--- src/rtl/cmd_arbiter.sv ---
// rtl/cmd_arbiter.sv - two-requester command arbiter feeding a run-control FSM
module cmd_arbiter #(
    parameter int unsigned WAIT_MAX = 8
) (
    input  logic       clk,
    input  logic       rst,
    input  logic [1:0] req_valid,
    input  logic [1:0] req_cmd0,
    input  logic [1:0] req_cmd1,
    output logic [1:0] req_ready,
    input  logic [1:0] fsm_status,
    output logic       start_o,
    output logic       stop_o,
    output logic       reset_o,
    output logic       busy,
    output logic       err,
    output logic [1:0] err_code,
    output logic       last_grant
);

    typedef enum logic [1:0] {
        ST_ARB   = 2'b00,
        ST_ISSUE = 2'b01,
        ST_WAIT  = 2'b10
    } state_t;

    localparam logic [1:0] CMD_START = 2'b00;
    localparam logic [1:0] CMD_STOP  = 2'b01;
    localparam logic [1:0] CMD_RESET = 2'b10;

    localparam logic [1:0] ST_IDLE    = 2'b00;
    localparam logic [1:0] ST_RUNNING = 2'b01;
    localparam logic [1:0] ST_PAUSED  = 2'b10;

    localparam logic [7:0] LP_WAIT_MAX = 8'(WAIT_MAX);

    state_t     r_state;
    state_t     w_next;
    logic [1:0] r_cmd;
    logic [7:0] r_cnt;
    logic [1:0] r_err_code;
    logic       r_last_grant;

    logic       w_winner;
    logic       w_xfer;
    logic [1:0] w_sel_cmd;
    logic       w_legal;
    logic [1:0] w_exp;
    logic       w_done;
    logic [7:0] w_cnt_next;
    logic       w_timeout;

    // A lone reset command beats the round-robin pointer when both requesters are valid.
    always_comb begin
        w_winner = 1'b0;
        case (req_valid)
            2'b01:   w_winner = 1'b0;
            2'b10:   w_winner = 1'b1;
            2'b11: begin
                if ((req_cmd0 == CMD_RESET) != (req_cmd1 == CMD_RESET))
                    w_winner = (req_cmd1 == CMD_RESET);
                else
                    w_winner = ~r_last_grant;
            end
            default: w_winner = 1'b0;
        endcase
    end

    assign w_xfer    = (r_state == ST_ARB) && (req_valid != 2'b00);
    assign req_ready = w_xfer ? (w_winner ? 2'b10 : 2'b01) : 2'b00;
    assign w_sel_cmd = w_winner ? req_cmd1 : req_cmd0;

    always_comb begin
        w_legal = 1'b0;
        w_exp   = ST_IDLE;
        case (r_cmd)
            CMD_START: begin
                w_legal = (fsm_status == ST_IDLE) || (fsm_status == ST_PAUSED);
                w_exp   = ST_RUNNING;
            end
            CMD_STOP: begin
                w_legal = (fsm_status == ST_RUNNING);
                w_exp   = ST_PAUSED;
            end
            CMD_RESET: begin
                w_legal = (fsm_status == ST_RUNNING) || (fsm_status == ST_PAUSED);
                w_exp   = ST_IDLE;
            end
            default: begin
                w_legal = 1'b0;
                w_exp   = ST_IDLE;
            end
        endcase
    end

    assign w_done     = (fsm_status == w_exp);
    assign w_cnt_next = r_cnt + 8'd1;
    assign w_timeout  = (w_cnt_next == LP_WAIT_MAX);

    always_ff @(posedge clk or posedge rst) begin
        if (rst)
            r_state <= ST_ARB;
        else
            r_state <= w_next;
    end

    always_comb begin
        w_next  = r_state;
        start_o = 1'b0;
        stop_o  = 1'b0;
        reset_o = 1'b0;
        err     = 1'b0;
        case (r_state)
            ST_ARB: begin
                if (w_xfer)
                    w_next = ST_ISSUE;
            end
            ST_ISSUE: begin
                if (w_legal) begin
                    start_o = (r_cmd == CMD_START);
                    stop_o  = (r_cmd == CMD_STOP);
                    reset_o = (r_cmd == CMD_RESET);
                    w_next  = ST_WAIT;
                end else begin
                    err    = 1'b1;
                    w_next = ST_ARB;
                end
            end
            ST_WAIT: begin
                if (w_done) begin
                    w_next = ST_ARB;
                end else if (w_timeout) begin
                    err    = 1'b1;
                    w_next = ST_ARB;
                end
            end
            default: w_next = ST_ARB;
        endcase
    end

    always_ff @(posedge clk or posedge rst) begin
        if (rst) begin
            r_cmd        <= CMD_START;
            r_cnt        <= 8'd0;
            r_err_code   <= 2'b00;
            r_last_grant <= 1'b1;
        end else begin
            case (r_state)
                ST_ARB: begin
                    if (w_xfer) begin
                        r_cmd        <= w_sel_cmd;
                        r_last_grant <= w_winner;
                    end
                end
                ST_ISSUE: begin
                    r_cnt      <= 8'd0;
                    r_err_code <= w_legal ? 2'b00 : 2'b01;
                end
                ST_WAIT: begin
                    if (!w_done) begin
                        r_cnt <= w_cnt_next;
                        if (w_timeout)
                            r_err_code <= 2'b10;
                    end
                end
                default: r_cnt <= 8'd0;
            endcase
        end
    end

    assign busy       = (r_state != ST_ARB);
    assign err_code   = r_err_code;
    assign last_grant = r_last_grant;

endmodule

--- config.mk ---
export PLATFORM = sky130hd
export DESIGN_NAME = cmd_arbiter
export DESIGN_NICKNAME = d
export VERILOG_FILES = /design/src/rtl/cmd_arbiter.sv
export SDC_FILE = /design/constraint.sdc
export NUM_CORES = 1
export LEC_CHECK = 0
export BUFFER_PORTS_ARGS = -buffer_cell sky130_fd_sc_hd__buf_2
export CAP_MARGIN = 20
export CORE_MARGIN = 10
export CORE_UTILIZATION = 50
export CTS_CLUSTER_SIZE = 40
export DETAILED_ROUTE_END_ITERATION = 6
export PLACE_DENSITY = 0.84
export SLEW_MARGIN = 20
export SYNTH_ARGS = -nofsm -noshare
export SYNTH_HDL_FRONTEND = slang
export SYNTH_SLANG_ARGS = --single-unit
--- constraint.sdc ---
create_clock -name clk -period 3.55 [get_ports clk]
set_input_delay 0.355 -clock clk [delete_from_list [all_inputs] [get_ports clk]]
set_output_delay 0.355 -clock clk [all_outputs]
set_load 0.01 [all_outputs]
* After elaboration in Yosys (flattened, before gate mapping) *
Index checks and enable logic that the tools add are counted.

storage, ports and cells
  register bits after elaboration = 15
  latch bits = 0
  RAM bits = 0
  memory bits (read-only) = 0
  input port bits = 10
  output and inout port bits = 10
  memories kept = 0

operators by class
  $add $sub $neg = 1
  multiply operators = 0
  div/mod/pow operators = 0
  $lt $le $gt $ge = 0
  equal/unequal tests = 17
  shift-type cells = 0
  mux-type cells = 28
  bitwise logic cells = 2
  reductions and logical operators = 13

operators by type and width
  kind                   number
  $mux W2                9
  $pmux W8 S2            1
  $eq A2 B2 Y1 const B   7
  $mux W1                11
  $add A8 B1 Y8 const B  1
  $eq A8 B4 Y1 const B   1
  $mux W8                1
  $pmux W2 S2            2
  $eq A2 B1 Y1 const B   3
  $logic_not A2 Y1       3
  $ne A2 B2 Y1 const B   3
  $pmux W2 S3            1
  $reduce_and A2 Y1      3
  $reduce_bool A2 Y1     3
  $pmux W1 S2            2
  $ne A3 B3 Y1 const B   1
  $pmux W1 S3            1
  $reduce_and A3 Y1      1
  $eq A2 B2 Y1           1
  $logic_or A1 B1 Y1     2
  $not A1 Y1             2
  $logic_and A1 B1 Y1    1
  $ne A1 B1 Y1           1

* Depth between registers and ports, before layout *
  word-level depth = 6
  depth in mapped cells = 8
  depth with buffers taken out = 6

* Worst setup path after synthesis *
Ideal clock, no wire load.

  kind = register to output
  from = reg r_cnt[1]
  to = out err
  data arrival time = 1.612 ns
  data required time = 3.195 ns
  path slack = 1.583 ns
  stages on the path, launching flop included = 7
  buffers on the path = 0
  path through = dfrtp_1 -> ha_1 -> or4b_1 -> nor3_2 -> o22ai_2 -> nor2_2 -> o21a_1

between the ends
  longest elaborated chain between the ends = 5

ends and longest elaborated chain
  item                    RTL line  RTL
  start, declared         40        logic [7:0] r_cnt;
  start signal, assigned  161       r_cnt <= w_cnt_next;
  $add A8 B1 Y8           97        assign w_cnt_next = r_cnt + 8'd1;
  $eq A8 B4 Y1            98        assign w_timeout = (w_cnt_next == LP_WAIT_MAX);
  $mux W1                 132       end else if (w_timeout) begin
  $mux W1                 130       if (w_done) begin
  $pmux W1 S2             113       case (r_state)
  end, declared           16        output logic err,

No other way between the ends.

* Worst setup path in the final report *
  from = reg r_cnt[0]
  to = out err

Same word-level chain as after synthesis.

==> flow_summary.json <==
{
  "status": "complete, no violations",
  "dpl_cell_area_um2": 1170,
  "wl_per_cell_um": 14.8,
  "drive_gt1_share_pct": 22.2,
  "antenna_found_initial": 0,
  "drt_wl_total_um": 2400,
  "startpoint_type": "register",
  "cts_tree": "yes",
  "cts_max_level": 1,
  "yosys-top-cells-area": "dfrtp_1 33%, ha_1 5.8%, nand2_1 3.5%",
  "ys_async_sr_fraction_pct": 100,
  "powerDensity_nw_per_um2": 639,
  "ir_drop_mv": 0.411,
  "crit_fanout": 10,
  "core_area_um2": 2000,
  "setup_viol": 0,
  "drv_slew": 0,
  "synthesis.area_um2": 1070,
  "tns_ns": 0,
  "yosys_warnings": 0,
  "fillers": 180,
  "first_global_vias": 971,
  "die_w_um": 66.3,
  "via_per_inst": 5.82,
  "die_h_um": 66.3,
  "antenna_left": 0,
  "required_ns": 3.19,
  "grt_max_degree": 16,
  "endpoint_kind": "output pin",
  "io_buffers": 19,
  "relSlewSlack_pct": 60.2,
  "layout.nets": 151,
  "syn2layout_area_growth_pct": 11.1,
  "p_leak_nw": 0.591,
  "firstDrtPassIters": 4,
  "grt-ovfl-total": 0,
  "ys_seq_area_share_pct": 35.1,
  "design_area_um2": 1190,
  "drtIter0Drc": 79,
  "cts-resized-gates": 0,
  "synth_nets": 132,
  "fmax_mhz": 394,
  "syn_avg_cell_area_um2": 9.18,
  "drc": 0,
  "critPathKind": "register to output pin",
  "yosysTopAreaCell": "dfrtp_1",
  "synth_top_area_share_pct": 32.6,
  "rows": 16,
  "synthFlopType": "dfrtp_1",
  "finalCriticalPeriod_ns": 2.54,
  "hp-class": "input pin to async pin",
  "ys_ff_latch": 15,
  "cts_made_buffers": 3,
  "dp_hpwl_um": 1880,
  "cap_violations": 0,
  "clock_skew_ns": 0.00319,
  "clk_latency_ns": 0.29,
  "arrival_ns": 2.18,
  "clock-sinks": 15,
  "syn_inst": 117,
  "finalHoldViolations": 0,
  "dieArea_um2": 4400,
  "worst_pin_slew_ns": 0.596,
  "rr_endpoint": "r_cnt[7]$_DFFE_PP0P_",
  "start_util_pct": 53.6,
  "rsz0062_at_grt": "false",
  "r2r_cells": 6,
  "diodes": 0,
  "ys_types": 48,
  "num_io_pins": 20,
  "grt_pass1_wl_um": 4140,
  "post_cts_buffers": 0,
  "grt_use_total_pct": 11.7,
  "ctsRootBufferMaster": "clkbuf_4",
  "r2r_setup_slack_ns": 1.61,
  "synth_edf_count": 0,
  "vias": 943,
  "finalCritPeriodShare_pct": 71.5,
  "place.gp.congestion": 0.887,
  "rr_startpoint": "r_state[0]$_DFFE_PP0P_",
  "path_clk_slew_ns": 0.09,
  "clk_path_buf_depth": 2,
  "hold_ws_ns": 0.116,
  "cts_hold_buf": 0
}
## cell usage in the layout (no fill, tap or decap), types with 4 or more instances in the layout
| master | instances |
|---|---|
| nor3b_1 | 5 |
| inv_1 | 6 |
| ha_1 | 5 |
| nand2_1 | 10 |
| buf_2 | 19 |
| dfrtp_1 | 14 |
| a21o_1 | 4 |
| nand3_1 | 5 |
| nor2_1 | 7 |
## logic make-up after synthesis
group	share of synthesized area, %
multiplexers	0.932
adder cells (fa/ha/maj)	6.76
flip-flops	35.1
buffers and inverters	5.48
AND/OR/NAND/NOR	25.6
AO/OA/AOI/OAI	25.3
XOR/XNOR	0.816
## power by group
part | internal, mW | total, mW | switching, mW
logic | 0.174 | 0.389 | 0.215
clock network | 0.0437 | 0.102 | 0.0578
registers | 0.216 | 0.272 | 0.0562
## sequential cells by signal (all words and copies together), names as in the netlist
register    count
r_cmd           2
r_state         2
err_code        2
r_cnt           8
last_grant      1
## Yosys cell counts, types with 2 or more instances
cell / n
a211oi_1: 2
a21o_1: 4
a21oi_1: 2
a221o_1: 2
a22o_1: 2
and2_1: 2
and3_1: 3
buf_2: 2
buf_6: 2
dfrtp_1: 14
ha_1: 5
inv_1: 6
nand2_1: 10
nand2b_1: 3
nand3_1: 5
nand3b_1: 2
nor2_1: 7
nor2b_1: 2
nor3b_1: 5
o211ai_1: 2
o21ai_0: 2
o21ai_1: 3
o21bai_1: 3
or3_1: 3
## routing by layer
metal	GRT usage [%]	wire, um
met1	13.9	1140
met2	18.7	1100
met4	3.14	21
met5	0	0
met3	5.08	143
## worst max-delay path, cell delays in order (launching register included)
cell and delay, ns:
dfrtp_1 0.52, ha_1 0.21, or4b_1 0.46, nor3_2 0.16, o22ai_2 0.14, nor2_2 0.15
o21a_1 0.13, buf_2 0.12
## final cells by class
cell class,instances,area [um2],area share [%]
Sequential cell,15,377,31.6
Timing Repair Buffer,19,95.1,7.97
Clock buffer,4,26.3,2.20
Inverter,6,22.5,1.89
Multi-Input combinational cell,91,638,53.5
Tap cell,27,33.8,2.83
## stage by stage
step                total power, mW  setup slack, ns  utilization [%]  std cells
finish                        0.762             1.01             59.6        162
global route                  0.822            0.850             59.6        162
CTS                           0.765             1.01             59.6        162
detailed placement            0.666             1.32             58.3        158
global placement              0.651             1.42             58.3        158
floorplan                     0.576             1.58                -        117
## worst max path at each step
stage,to,slack (ns),cells after the start,start
floorplan,err,1.58,6,r_cnt[1]$_DFFE_PP0P_
global placement,err,1.42,7,r_cnt[0]$_DFFE_PP0P_
detailed placement,err,1.32,7,r_cnt[0]$_DFFE_PP0P_
CTS,err,1.01,7,r_cnt[0]$_DFFE_PP0P_
global route,err,0.85,7,r_cnt[0]$_DFFE_PP0P_
finish,err,1.01,7,r_cnt[0]$_DFFE_PP0P_
Power figures use the tool's default switching activity.
